[src/rtl/multicycle_controller.sv]
// Multicycle MIPS-subset control FSM: state-decoded datapath strobes with memory handshake.
// Define JAL_JR_EN to add the JAL (opcode 000011) and JR (R-type func 001000) paths.
module multicycle_controller (
    input  logic       clk,
    input  logic       rst,
    input  logic [5:0] opcode,
    input  logic [5:0] func,
    input  logic       mem_ready,
    output logic       pc_write,
    output logic       pc_write_cond,
    output logic       i_or_d,
    output logic       mem_read,
    output logic       mem_write,
    output logic       ir_write,
    output logic       reg_write,
    output logic       alu_src_a,
    output logic       instr_done,
    output logic       illegal_op,
    output logic [1:0] alu_src_b,
    output logic [1:0] alu_op,
    output logic [1:0] pc_src,
    output logic [1:0] reg_dst,
    output logic [1:0] mem_to_reg
);

`ifdef JAL_JR_EN
    localparam bit JalJrEn = 1'b1;
`else
    localparam bit JalJrEn = 1'b0;
`endif

    typedef enum logic [3:0] {
        FETCH  = 4'd0,  DECODE = 4'd1,  MADDR = 4'd2,  MREAD  = 4'd3,
        MWB    = 4'd4,  MWRITE = 4'd5,  REXEC = 4'd6,  RWB    = 4'd7,
        BRANCH = 4'd8,  JUMP   = 4'd9,  IEXEC = 4'd10, IWB    = 4'd11,
        JAL    = 4'd12, JR     = 4'd13
    } state_t;

    state_t state_q, state_d;

    always_ff @(posedge clk or negedge rst) begin
        if (!rst) state_q <= FETCH;
        else      state_q <= state_d;
    end

    // Outputs decode the current state (plus mem_ready/opcode where the handshake
    // needs it) and are forced to zero for as long as reset is held.
    always_comb begin
        state_d       = FETCH;
        pc_write      = 1'b0;
        pc_write_cond = 1'b0;
        i_or_d        = 1'b0;
        mem_read      = 1'b0;
        mem_write     = 1'b0;
        ir_write      = 1'b0;
        reg_write     = 1'b0;
        alu_src_a     = 1'b0;
        instr_done    = 1'b0;
        illegal_op    = 1'b0;
        alu_src_b     = 2'b00;
        alu_op        = 2'b00;
        pc_src        = 2'b00;
        reg_dst       = 2'b00;
        mem_to_reg    = 2'b00;
        if (rst) begin
            case (state_q)
                FETCH: begin
                    mem_read  = 1'b1;
                    alu_src_b = 2'b01;
                    if (mem_ready) begin
                        ir_write = 1'b1;
                        pc_write = 1'b1;
                        state_d  = DECODE;
                    end else begin
                        state_d  = FETCH;
                    end
                end
                DECODE: begin
                    alu_src_b = 2'b11;
                    case (opcode)
                        6'b100011, 6'b101011: state_d = MADDR;
                        6'b000000: state_d = (JalJrEn && func == 6'b001000) ? JR : REXEC;
                        6'b000100: state_d = BRANCH;
                        6'b000010: state_d = JUMP;
                        6'b001000: state_d = IEXEC;
                        6'b000011: begin
                            state_d    = JalJrEn ? JAL : FETCH;
                            illegal_op = !JalJrEn;
                        end
                        default: illegal_op = 1'b1;
                    endcase
                end
                MADDR: begin
                    alu_src_a = 1'b1;
                    alu_src_b = 2'b10;
                    state_d   = (opcode == 6'b101011) ? MWRITE : MREAD;
                end
                MREAD: begin
                    mem_read = 1'b1;
                    i_or_d   = 1'b1;
                    state_d  = mem_ready ? MWB : MREAD;
                end
                MWRITE: begin
                    mem_write = 1'b1;
                    i_or_d    = 1'b1;
                    state_d   = mem_ready ? FETCH : MWRITE;
                end
                MWB: begin
                    reg_write  = 1'b1;
                    mem_to_reg = 2'b01;
                end
                REXEC: begin
                    alu_src_a = 1'b1;
                    alu_op    = 2'b10;
                    state_d   = RWB;
                end
                RWB: begin
                    reg_write = 1'b1;
                    reg_dst   = 2'b01;
                end
                BRANCH: begin
                    alu_src_a     = 1'b1;
                    alu_op        = 2'b01;
                    pc_write_cond = 1'b1;
                    pc_src        = 2'b01;
                end
                JUMP: begin
                    pc_write = 1'b1;
                    pc_src   = 2'b10;
                end
                IEXEC: begin
                    alu_src_a = 1'b1;
                    alu_src_b = 2'b10;
                    state_d   = IWB;
                end
                IWB: reg_write = 1'b1;
                JAL: begin
                    pc_write   = 1'b1;
                    pc_src     = 2'b10;
                    reg_write  = 1'b1;
                    reg_dst    = 2'b10;
                    mem_to_reg = 2'b10;
                end
                JR: begin
                    pc_write = 1'b1;
                    pc_src   = 2'b11;
                end
                default: state_d = FETCH;
            endcase
            instr_done = (state_d == FETCH) && (state_q != FETCH) && (state_q != DECODE);
        end
    end

endmodule
[config.mk]
export PLATFORM = sky130hd
export DESIGN_NAME = multicycle_controller
export DESIGN_NICKNAME = d
export VERILOG_FILES = /design/src/rtl/multicycle_controller.sv
export SDC_FILE = /design/constraint.sdc
export NUM_CORES = 1
export LEC_CHECK = 0
export ABC_AREA = 1
export CAP_MARGIN = 20
export CELL_PAD_IN_SITES_DETAIL_PLACEMENT = 0
export CELL_PAD_IN_SITES_GLOBAL_PLACEMENT = 1
export CORE_MARGIN = 2
export CORE_UTILIZATION = 33
export DETAILED_ROUTE_END_ITERATION = 12
export DONT_BUFFER_PORTS = 1
export GPL_TIMING_DRIVEN = 0
export PLACE_DENSITY_LB_ADDON = 0.2
export SYNTH_ARGS = -nofsm -noshare
export SYNTH_HDL_FRONTEND = slang
export SYNTH_SLANG_ARGS = --single-unit
[constraint.sdc]
create_clock -name clk -period 1.3 [get_ports clk]
set_input_delay 0.26 -clock clk [delete_from_list [all_inputs] [get_ports clk]]
set_output_delay 0.26 -clock clk [all_outputs]
set_load 0.05 [all_outputs]
# Word level (Yosys, flattened, before mapping)

Index checks and enable logic that the tools add are counted.

Bits in registers: 4
Input bits: 15
Output and inout port bits: 20
Word-level logic and storage cells: 74

Eq/ne operators: 19
Mux-type cells: 39
Reductions and logical operators: 15

Operators with widths:

| operator           | count |
|---|---|
| $pmux 4 s7         | 1 |
| $eq 4x4->1 const B | 6 |
| $mux 1             | 21 |
| $pmux 4 s5         | 1 |
| $eq 4x3->1 const B | 4 |
| $eq 6x6->1 const B | 2 |
| $pmux 2 s2         | 3 |
| $pmux 2 s3         | 2 |
| $mux 2             | 5 |
| $reduce_or 2->1    | 5 |
| $mux 3             | 3 |
| $eq 4x2->1 const B | 2 |
| $logic_not 4->1    | 2 |
| $mux 4             | 2 |
| $reduce_or 4->1    | 2 |
| $eq 6x2->1 const B | 1 |
| $eq 6x3->1 const B | 1 |
| $eq 6x4->1 const B | 1 |
| $logic_not 6->1    | 1 |
| $reduce_or 6->1    | 1 |
| $eq 4x1->1 const B | 1 |
| $ne 4x1->1 const B | 1 |
| $reduce_bool 4->1  | 1 |
| $reduce_or 3->1    | 1 |
| 2 further kinds    | 3 |

# Logic depth before layout (Yosys ltp)

Gate-level depths: netlist (run 1).

Word-level depth: 9
Depth in mapped cells: 9

# Least setup slack after synthesis (run 1)

OpenSTA, ideal clock, no wires.

Path type: reg-to-output
Start point: register state_q[0]
End point: output port reg_dst[1]
Data arrival time: 2.520 ns
Setup slack: -1.480 ns
Cell stages (with the launch flop): 4
Path buffers: 2
Cell sequence: dfrtp_1 > buf_2 > nor4_1 > buf_4

Word-level cells in the longest chain between the ends: 3
Elaborated cells between the ends (all ways): 4

Ends and longest elaborated chain:

| element                                  | RTL line | RTL |
|---|---|---|
| start, declared                          | 39       | `state_t state_q, state_d;` |
| start signal, assigned                   | 43       | `else state_q <= state_d;` |
| $eq 4x4->1 or $eq 4x3->1 (tied branches) | 66       | `case (state_q)` |
| $pmux 2 s2 (*)                           | 66       |  |
| $mux 2 (*)                               | 65       | `if (rst) begin` |
| end, declared                            | 22       | `output logic [1:0] reg_dst,` |

Mark *: on every way between the ends. The rest lies on a longest branch, timed or not.

# Worst setup path in the final report (run 1)

Start point: register state_q[2]
End point: output port reg_dst[1]

The elaborated chain is that of the path after synthesis.

==> results of run 1 <==
[layout make-up]
class / count / area [um^2] / share of cell area, %
Timing Repair Buffer: 18 / 153 / 13.6
Tap cell: 25 / 31.3 / 2.78
Buffer: 4 / 37.5 / 3.33
Multi-Input combinational cell: 94 / 723 / 64.2
Inverter: 14 / 55.1 / 4.89
Clock buffer: 3 / 22.5 / 2.00
Sequential cell: 4 / 104 / 9.22
[worst max-delay path, delay by kind of cell, from the launching register on]
family | cells | cell delay [ns]
buffers and inverters | 1 | 0.25
and+or+nand+nor | 2 | 0.85
DFF | 1 | 0.41
[Yosys cell counts, drive strengths merged]
cell | count | area (um^2)
a21oi | 9 | 48.8
nand3b | 1 | 7.51
nor4 | 2 | 12.5
buf | 4 | 22.5
nand2 | 30 | 118
nand4 | 2 | 12.5
inv | 14 | 52.6
nor2 | 29 | 121
o211ai | 1 | 7.51
nand3 | 18 | 95.1
nor3 | 2 | 15.0
dfrtp | 4 | 100
[stage by stage]
step / hold WS [ns] / total power (W) / cells / cell area [um^2] / setup TNS [ns]
2_1_floorplan: -0.0356 / 0.000276 / 116 / 808 / -4.22
3_3_place_gp: -0.0355 / 0.000291 / 141 / 840 / -6.68
3_5_place_dp: -0.0355 / 0.000291 / 142 / 847 / -6.33
4_1_cts: 0.143 / 0.000470 / 156 / 1030 / -9.66
5_1_grt: 0.134 / 0.000509 / 162 / 1130 / -12.43
6_report: 0.139 / 0.000479 / 162 / 1130 / -10.80
[worst min-delay path by stage]
stage          from  depth (start not counted)          to
2_1_floorplan   rst                          0  state_q[0]
3_3_place_gp    rst                          0  state_q[1]
3_5_place_dp    rst                          0  state_q[1]
4_1_cts         rst                          2  state_q[1]
5_1_grt         rst                          2  state_q[1]
6_report        rst                          2  state_q[1]
[where the power goes]
part / internal (W) / switching (W)
sequential: 0.000128 / 0.00000227
clock: 0.000103 / 0.0000513
combinational: 0.0000562 / 0.000138
total: 0.000287 / 0.000191
[kinds of logic after synthesis]
family	after synthesis	synth area share (%)
buffers and inverters	18	12.2
AO/OA/AOI/OAI	10	9.18
AND/OR/NAND/NOR	84	62.2
flip-flops	4	16.3
[timing repair]
item	in CTS	in global routing
endpoints found under the hold margin	4	0
hold buffers	1	0
pin swaps	16	15
setup endpoints to repair	23	23
setup buffers	10	6
gates resized for setup	19	11
[per-layer routing]
layer  wire [um]  part of all wire, %  up-vias
li1            -                    -      424
met1         869                   44      372
met2        1020                   52       28
met3          76                  3.9        0
met4           0                    0        0
met5           0                    0        -
==> results list, run 1 <==
- Synthesized area: 613 um^2
* Largest registers: state_q: 4 flops
* Warnings from Yosys: 0
- Via Count: 824
- Layout fillers: 164
- In the global route stage, met2 resource usage came out at 36.2%.
- Worst R2R Path Depth: 8
- The die covers 0.00222 mm^2.
- The number of global-route vias before repair was 746.
- Clock-pin slew was measured on the worst setup and hold paths at 0.04 ns.
* Power per cell area: 425 mW/mm^2
- For this block, the routed nets add up to 1960 um of wire.
- The startpoint identified for the worst register-to-register timing path is state_q[2].
- In the global route stage, overall resource usage came out at 19.1%.
- 0 antenna diodes ended up in the layout.
- The number of max-slew violations in the final report is 0.
- Count of endpoints failing hold in the final timing report: 0
- The floorplan has 15 rows.
- Leaving out fill and tap cells, the most frequent cells in the layout are sky130_fd_sc_hd__nand2_1 (18), sky130_fd_sc_hd__nand3_1 (16), sky130_fd_sc_hd__nor2_4 (15), sky130_fd_sc_hd__buf_4 (15), sky130_fd_sc_hd__nor2_1 (12).
- Max-capacitance violation count: 0
* GR Layer Usage met3: 2.69%
* RePlAce Congestion: 0.822
- Synthesized area divided by synthesized cell count: 5.29 um^2
- Unrepaired setup endpoints after global routing: true
- After layout, the worst setup slack is -0.709 ns.
* Port Buf Inserts: 0
* Layout area overhead: 83.7%
* Nets: 154
* I/O pin cnt: 35
- Slew at the pin closest to its max-slew limit: 0.782 ns
- Post-synth net total: 131
- Register name with the most flops: state_q
* Arrival time reported for the critical path endpoint: 1.75 ns
* Setup violation total in the final timing report: 23
* Core utilization of the finished layout: 64.5%
- STA classifies the critical path endpoint as an output pin.
* Maximum clock rate: 0.498 GHz
- TritonCTS built the clock tree.
- HPWL after DPL: 1420 um
* Clock insertion delay at the later pin of the skew report: 0.23 ns
* Cell type of the slowest stage on the worst timing path: sky130_fd_sc_hd__nor4_4
- The first global-routing pass estimated 3050 um of wire.
- Initial antenna violation count: 0
* DR iter-0 viols: 4
- Leaving out fill and tap cells, the most frequent cell in the layout is sky130_fd_sc_hd__nand2_1.
* Delay of the slowest cell on the worst path: 0.74 ns
- Counting flops and latches in the post-synthesis netlist gives 4.
* Headroom to the max-slew limit: 47.4%
- Final critical path time including I/O delays and setup: 2.01 ns
- Final worst path period share: 155%
- Initial standard-cell utilization of the core: 35.1%
- In this run, CTS created clock tree buffers numbering 3.
- End point of the critical path: reg_dst[1]
- Clock tree root driver cell: sky130_fd_sc_hd__clkbuf_4
- The final reports fail on negative setup slack.
- Critical path class: reg -> out
- Antenna viol nets, final: 0
- M1 GR Usage: 22.8%
- Pre-Repair DR Iteration Count: 4
- In this run the number of H-tree levels came out at 1.
* Worst setup slack after placement: -0.579 ns
- Lkg Pwr: 0.499 nW
- Worst-path fanout max: 4
* Largest register FFs: 4
- The longest clock path from root to sink contains 2 buffers.
* CP Launch Point: state_q[2]
- For this run, design rule violations remaining after detail routing come to 0.
- Unique cell type count in the Yosys netlist: 19
- Pin count of the biggest net entering global routing: 11
* Largest vdd supply drop: 0.432 mV
- The critical path goes through nand2_2 > nor4_4 > buf_6.
- In this run the standard cell core region covers 0.00175 mm^2.
* Post-synthesis instance total: 116
- The worst setup path is launched from a flip-flop.
- Setup skew after layout: 0.00503 ns
* Overall die width: 47.1 um
* Average routed wire per standard cell: 12.1 um
- The worst hold path belongs to the class in -> reg.
* Fraction of final layout cells sized beyond drive strength 1: 52.6%
* Data required time at the worst endpoint: 1.04 ns
- The tree built by TritonCTS fans out to 4 sinks.
* Sum of overflow across all layers after global routing: 0
- After detailed routing, the number of vias per cell comes to 5.09.
- R2r endpoint: state_q[2]
- From bottom edge to top edge, the die measures 47.1 um.
- met2 is the most crowded layer.
- After synthesis, flip-flops and latches occupy 16.3% of the total area.
- R2R setup slack: -0.21 ns
- Status: complete, but fails checks
No activity file was read; power rests on OpenSTA's default activity.
==> run 2: changes to the inputs <==
--- a/config.mk
+++ b/config.mk
@@ -10,11 +10,13 @@
 export CELL_PAD_IN_SITES_DETAIL_PLACEMENT = 0
 export CELL_PAD_IN_SITES_GLOBAL_PLACEMENT = 1
 export CORE_MARGIN = 2
-export CORE_UTILIZATION = 33
+export CORE_UTILIZATION = 35
+export CTS_BUF_LIST = sky130_fd_sc_hd__clkbuf_2 sky130_fd_sc_hd__clkbuf_4 sky130_fd_sc_hd__clkbuf_8
 export DETAILED_ROUTE_END_ITERATION = 12
 export DONT_BUFFER_PORTS = 1
 export GPL_TIMING_DRIVEN = 0
 export PLACE_DENSITY_LB_ADDON = 0.2
+export SKIP_CTS_REPAIR_TIMING = 1
 export SYNTH_ARGS = -nofsm -noshare
 export SYNTH_HDL_FRONTEND = slang
 export SYNTH_SLANG_ARGS = --single-unit
==> run 2 against run 1 <==
The run still ends with negative setup slack left. Clock power increased by 28%. Worst hold slack improved by 0.0031 ns. Register-to-register slack gained 0.10 ns. Critical path type unchanged. Sequential share of layout area increased by 0.51 points.
==> results list, run 2 (synthesis gave the netlist of run 1 again) <==
- Leaving out fill and tap cells, the most frequent cell in the layout is sky130_fd_sc_hd__nand2_1.
* Via Count: 812
- The clock passes through at most 2 buffers.
* Buf+Inv Stages, Crit Path: 1
- Worst Hold Class: in -> reg
- The worst hold path passes through 2 cells.
- Post-route cell area: 0.00107 mm^2
- The critical path crosses 5 cells after its start point.
- Layout fillers: 163
- Maximum clock rate: 0.480 GHz
* Antenna viol nets, final: 0
* Register share of total power: 25.4%
- Across the routed clock network, the largest skew measured is 0.0142 ns.
* Total wirelength of the detailed-routed design: 2030 um
* Arrival time reported for the critical path endpoint: 1.82 ns
- Port Buf Inserts: 0
* Average routed wire per standard cell: 13.4 um
* Placement Rows: 15
* Slew at the pin closest to its max-slew limit: 0.787 ns
- CTS saw 4 sinks.
- In this run the number of H-tree levels came out at 1.
* Most frequent cells in the layout: sky130_fd_sc_hd__nand2_1 (20), sky130_fd_sc_hd__nand3_1 (14), sky130_fd_sc_hd__nor2_1 (13), sky130_fd_sc_hd__nor2_4 (12), sky130_fd_sc_hd__buf_4 (12)
* Unrepaired setup endpoints after global routing: true
- GRT Total Usage: 17.9%
- TritonCTS built the clock tree.
- Worst-path fanout max: 6
- Using the TritonRoute via totals, the vias-per-cell ratio works out to 5.38.
- The area growth from synthesis to layout is 74.1%.
- Violations in the final reports: negative setup slack
* Sum of overflow across all layers after global routing: 0
- Lkg Pwr: 0.448 nW
- Clock latency on the worst-skew pair, taken at its later pin, is 0.25 ns.
- Max-capacitance violation count: 0
* Launch instance of the worst register-to-register path: state_q[3]
- HPWL after DPL: 1400 um
* Delay of the slowest cell on the worst path: 0.47 ns
- In this run the worst setup path begins at state_q[3].
- The number of antenna diodes in the final layout is 0.
- The die covers 0.00210 mm^2.
- RePlAce Congestion: 0.794
* Via count of the first global-routing pass: 661
* Largest vdd supply drop: 0.554 mV
- The number of max-slew violations in the final report was 0.
* Final total negative setup slack: -10.56 ns
- The largest registers in the layout are state_q: 4 flops.
- The first detailed-routing pass ran for 4 iterations.
* Cts bufs inserted: 3
- I/O pin cnt: 35
- Worst R2R Path Depth: 7
* Post-place instance area: 837 um^2
- The count of endpoints failing hold in the final timing report came to 0.
- More flip-flops sit in one register than any other, and that register is state_q.
- Critical path class: reg -> out
- Endpoint kind of the worst setup timing path: output pin
- Clock tree root driver cell: sky130_fd_sc_hd__clkbuf_4
* Data required time at the worst endpoint: 1.04 ns
- The post-route netlist has 50.7% of its cells at a drive strength greater than 1.
* Power per cell area: 482 mW/mm^2
- The worst pin sits at a relative slew slack of 47.2%.
- Clock-pin slew was measured on the worst setup and hold paths at 0.05 ns.
* Cell type of the slowest stage on the worst timing path: sky130_fd_sc_hd__nor3_4
- Largest register FFs: 4
- Cell internal power was estimated by the tool at 0.000314 W.
- The startpoint identified for the worst hold timing path is rst.
- Status: complete, but fails checks
* Pin count of the biggest net entering global routing: 11
- Clock network fraction of total power: 38.8%
- Vert. Die Dim: 45.9 um
- Remaining design rule violation count: 0
- Setup slack on the critical path of the routed design comes to -0.785 ns.
* Net switching component of the power: 0.000200 W
* DR iter-0 viols: 14
* Final worst path period share: 160%
- Initial antenna violation count: 0
- Initial standard-cell utilization of the core: 36.3%
- The worst setup path is launched from a flip-flop.
- Wire length of the first global-routing pass: 2740 um
* Final critical path time including I/O delays and setup: 2.08 ns
- Critical Path, Cell by Cell: inv_2 > nand2_4 > nor3_4 > nand2_2 > nor2_4
- Family with the most delay on the worst path: simple AND/OR/NAND/NOR gates
* Post-Route Hold Slack: 0.142 ns
* Switching Fraction: 38.9%
* Setup violation total in the final timing report: 23
* Core area: 0.00169 mm^2
- Combinational power share: 35.8%
* Nets: 150
* Overall die width: 45.9 um
## run 2: changes by cell type in the layout (fill, tap and decap cells not counted), sizes merged
cell | previous run | this run
clkbuf | 3 | 4
buf | 21 | 17
## run 2: final timing paths
kind / endpoint / slack, ns
min in group asynchronous: state_q[2] / 0.28
max in group asynchronous: state_q[1] / 0.83
hold reg to reg: state_q[3] / 0.70
setup reg to reg: state_q[2] / -0.11
setup / recovery: illegal_op / -0.78
hold / removal: state_q[1] / 0.14
## run 2: per-layer routing
metal	vias up	track usage (%)	routed length [um]
li1	414	-	-
met3	2	2.78	82
met5	-	0	0
met4	0	6.86	8
met2	28	31.1	1080
met1	368	21.8	857
## run 2: through the flow
| stage | power [W] | utilization [%] | std cells | setup slack [ns] |
|---|---|---|---|---|
| after floorplan | 0.000276 | - | 116 | -0.500 |
| after global routing | 0.000539 | 63.2 | 151 | -0.858 |
| after CTS | 0.000493 | 51.3 | 138 | -0.851 |
| after detailed placement | 0.000291 | 49.6 | 134 | -0.579 |
| after global placement | 0.000290 | 49.1 | 133 | -0.579 |
| final | 0.000515 | 63.2 | 151 | -0.785 |
## run 2: cell type report
cell class                      count  area (um^2)  area share (%)
Multi-Input combinational cell     94          696            65.2
Clock buffer                        4         30.0            2.81
Tap cell                           17         21.3            1.99
Inverter                           14         60.1            5.63
Buffer                              4         37.5            3.52
Timing Repair Buffer               14          119            11.1
Sequential cell                     4          104            9.73
## run 2: power groups by stage
stage / combinational [W] / sequential, W / clock (W)
floorplan: 0.000144 / 0.000131 / 0
global placement: 0.000158 / 0.000132 / 0
detailed placement: 0.000159 / 0.000132 / 0
CTS: 0.000159 / 0.000130 / 0.000203
global route: 0.000198 / 0.000131 / 0.000210
finish: 0.000184 / 0.000131 / 0.000199
==> run 3: changes to the inputs <==
--- a/config.mk
+++ b/config.mk
@@ -10,8 +10,8 @@
 export CELL_PAD_IN_SITES_DETAIL_PLACEMENT = 0
 export CELL_PAD_IN_SITES_GLOBAL_PLACEMENT = 1
 export CORE_MARGIN = 2
-export CORE_UTILIZATION = 35
-export CTS_BUF_LIST = sky130_fd_sc_hd__clkbuf_2 sky130_fd_sc_hd__clkbuf_4 sky130_fd_sc_hd__clkbuf_8
+export CORE_UTILIZATION = 39
+export CTS_BUF_LIST = sky130_fd_sc_hd__clkbuf_4
 export DETAILED_ROUTE_END_ITERATION = 12
 export DONT_BUFFER_PORTS = 1
 export GPL_TIMING_DRIVEN = 0
==> constraint.sdc (replaced) <==
create_clock -name clk -period 2.28 [get_ports clk]
set_input_delay 0.456 -clock clk [delete_from_list [all_inputs] [get_ports clk]]
set_output_delay 0.456 -clock clk [all_outputs]
set_load 0.05 [all_outputs]
==> run 3 against run 2 <==
The flow still finishes with violations (negative setup slack). Cell area fell by 25%. Register-to-register slack improved by 1.0 ns. Clock-buffer cell count fell by 1. Sequential share of layout area rose by 3.3 points. Flip-flop and latch count did not move. Utilization fell by 9.7 points. Non-clock buffer count fell by 9. Via count fell by 5.2%. Worst hold slack improved by 0.20 ns.
==> results list, run 3 (synthesis gave the netlist of run 1 again) <==
- Status: complete, but fails checks
* Violations in the final reports: negative setup slack
* Most frequent cells in the layout: sky130_fd_sc_hd__nand2_1 (26), sky130_fd_sc_hd__nand3_1 (17), sky130_fd_sc_hd__nor2_1 (16), sky130_fd_sc_hd__inv_1 (11), sky130_fd_sc_hd__nor2_2 (10)
- The number of max-slew violations in the final report was 0.
* CTS clk-pin slew, worst paths: 0.04 ns
* Pre-Repair DR Iteration Count: 4
- Clock insertion delay at the later pin of the skew report: 0.24 ns
- On the critical path, the stage with the largest delay is an instance of sky130_fd_sc_hd__nor3_4.
- Arrival time reported for the critical path endpoint: 1.89 ns
* Remaining design rule violation count: 0
* CP Launch Point: state_q[3]
* Critical Path, Cell by Cell: inv_2 > nand2_4 > nor3_4 > nand2_2 > nor2_4
* Layout area overhead: 30.0%
- Entering global routing, the biggest net connects 11 pins.
- Internal power: 0.000151 W
- Worst setup slack after placement: -0.281 ns
* Port Buf Inserts: 0
- Clock network fraction of total power: 36.7%
* Final worst path period share: 103%
- Antenna viol nets, final: 0
- Setup skew after layout: 0.00181 ns
* Overall die width: 43.7 um
- The die is 43.7 um tall.
* Total wirelength of the detailed-routed design: 1710 um
* H-tree depth reported by CTS: 1
- Endpoint kind of the worst setup timing path: output pin
- Final Instance Count excl. Fillers: 140
* Cts bufs inserted: 3
* Via Count: 770
- The analysis attributes to net switching a power of 0.0000979 W.
- The largest registers in the layout are state_q: 4 flops.
* Core utilization of the finished layout: 53.5%
- The longest clock path from root to sink contains 2 buffers.
- The library cell used most frequently in the layout, excluding fill and tap cells, is sky130_fd_sc_hd__nand2_1.
- Fraction of final layout cells sized beyond drive strength 1: 35.5%
* Start point of the worst hold path: rst
- The count of endpoints failing hold in the final timing report was 0.
* End of the worst hold path: state_q[1]
- Maximum clock rate: 0.427 GHz
- Post-route cell area: 797 um^2
* Power per cell area: 312 mW/mm^2
* Smallest setup slack after layout: -0.0612 ns
* Delay of the slowest cell on the worst path: 0.51 ns
- In this run the core area contains 14 standard-cell rows.
- Number of inserted diodes: 0
- Across the VDD grid, the largest voltage drop is 0.155 mV.
- Initial standard-cell utilization of the core: 41.2%
* Average routed wire per standard cell: 12.2 um
- Clock tree from TritonCTS: yes
- After the first detailed-routing iteration, the DRC count stood at 8.
- Switching Fraction: 39.4%
- Unrepaired setup endpoints after global routing: true
- In this run the tightest slew margin relative to its limit is 41.2%.
* HPWL after DPL: 1300 um
- Core area: 0.00149 mm^2
- The worst setup path is launched from a flip-flop.
- Post-Route Hold Slack: 0.342 ns
- Die Footprint: 0.00191 mm^2
- Along the worst path, the maximum fanout reaches 7.
- In the final design database the tool counted 141 nets.
- Largest register FFs: 4
* Final critical path time including I/O delays and setup: 2.34 ns
- The tree built by TritonCTS fans out to 4 sinks.
- Global routing consumed, over all layers together, 19.0% of the routing resources.
- Register cell area after layout: 104 um^2
- Summed over all cells, the static leakage comes to 0.376 nW.
* Footprint of the multi-input gates: 537 um^2
- Setup violation total in the final timing report: 3
- Cell count after placement: 135
- Initial antenna violation count: 0
* R2R setup slack: 0.89 ns
* Critical path class: reg -> out
* Via/cell ratio: 5.50
- Register name with the most flops: state_q
* Worst R2R Path Depth: 6
- Register share of total power: 29.8%
- At the pin with the least slew margin, the transition time is 0.879 ns.
- Via count of the first global-routing pass: 670
- In this run the critical register-to-register path is captured at state_q[0].
- 35 I/O pins were placed.
- Launch instance of the worst register-to-register path: state_q[0]
- Layout fillers: 158
- At the end of routability-driven placement, the weighted congestion stood at 0.841.
- Clock tree root driver cell: sky130_fd_sc_hd__clkbuf_4
- Number of cells on the worst hold path: 2
- Post-place instance area: 667 um^2
* Max-capacitance violation count: 0
- Summed over all layers, the global routing overflow is 0.
- The first global-routing pass estimated 2750 um of wire.
- Worst Hold Class: in -> reg
- Combinational logic burns 33.5% of the power.
- Data required time at the worst endpoint: 1.82 ns
run 3: worst max path at each step:
| stage | to | slack, ns | cells after the start |
|---|---|---|---|
| global placement | illegal_op | -0.29 | 5 |
| detailed placement | illegal_op | -0.28 | 5 |
| CTS | illegal_op | -0.54 | 5 |
| floorplan | reg_dst[1] | -0.16 | 4 |
| global route | pc_src[0] | -0.16 | 4 |
| finish | illegal_op | -0.06 | 5 |
run 3: layer usage:
layer	vias up	wire, um	global-route usage [%]
li1	390	-	-
met1	349	708	23.5
met2	27	884	32.4
met3	4	88	3.75
met4	0	25	6.67
met5	-	0	0
run 3: critical path: cells and delay by family (launching register included):
| family | cells | cell delay (ns) |
|---|---|---|
| buffers and inverters | 1 | 0.10 |
| DFF | 1 | 0.46 |
| and+or+nand+nor | 4 | 1.08 |
run 3: final cells by class:
class,instances,area share [%]
Multi-Input combinational cell,94,67.3
Sequential cell,4,13.0
Inverter,14,6.91
Timing Repair Buffer,5,4.55
Clock buffer,3,2.83
Buffer,4,2.83
Tap cell,16,2.51
run 3: per-stage QoR:
step                      power, W  setup TNS [ns]
after floorplan           0.000138          -0.313
after global placement    0.000146          -0.697
after detailed placement  0.000146          -0.465
after CTS                 0.000235           -2.44
after global routing      0.000261          -0.600
final                     0.000249          -0.141
run 3: power groups by stage:
| stage | combinational [W] | clock [W] | sequential [W] |
|---|---|---|---|
| floorplan | 0.0000637 | 0 | 0.0000746 |
| global placement | 0.0000714 | 0 | 0.0000748 |
| detailed placement | 0.0000716 | 0 | 0.0000748 |
| CTS | 0.0000718 | 0.0000894 | 0.0000739 |
| global route | 0.0000907 | 0.0000959 | 0.0000745 |
| finish | 0.0000832 | 0.0000912 | 0.0000742 |
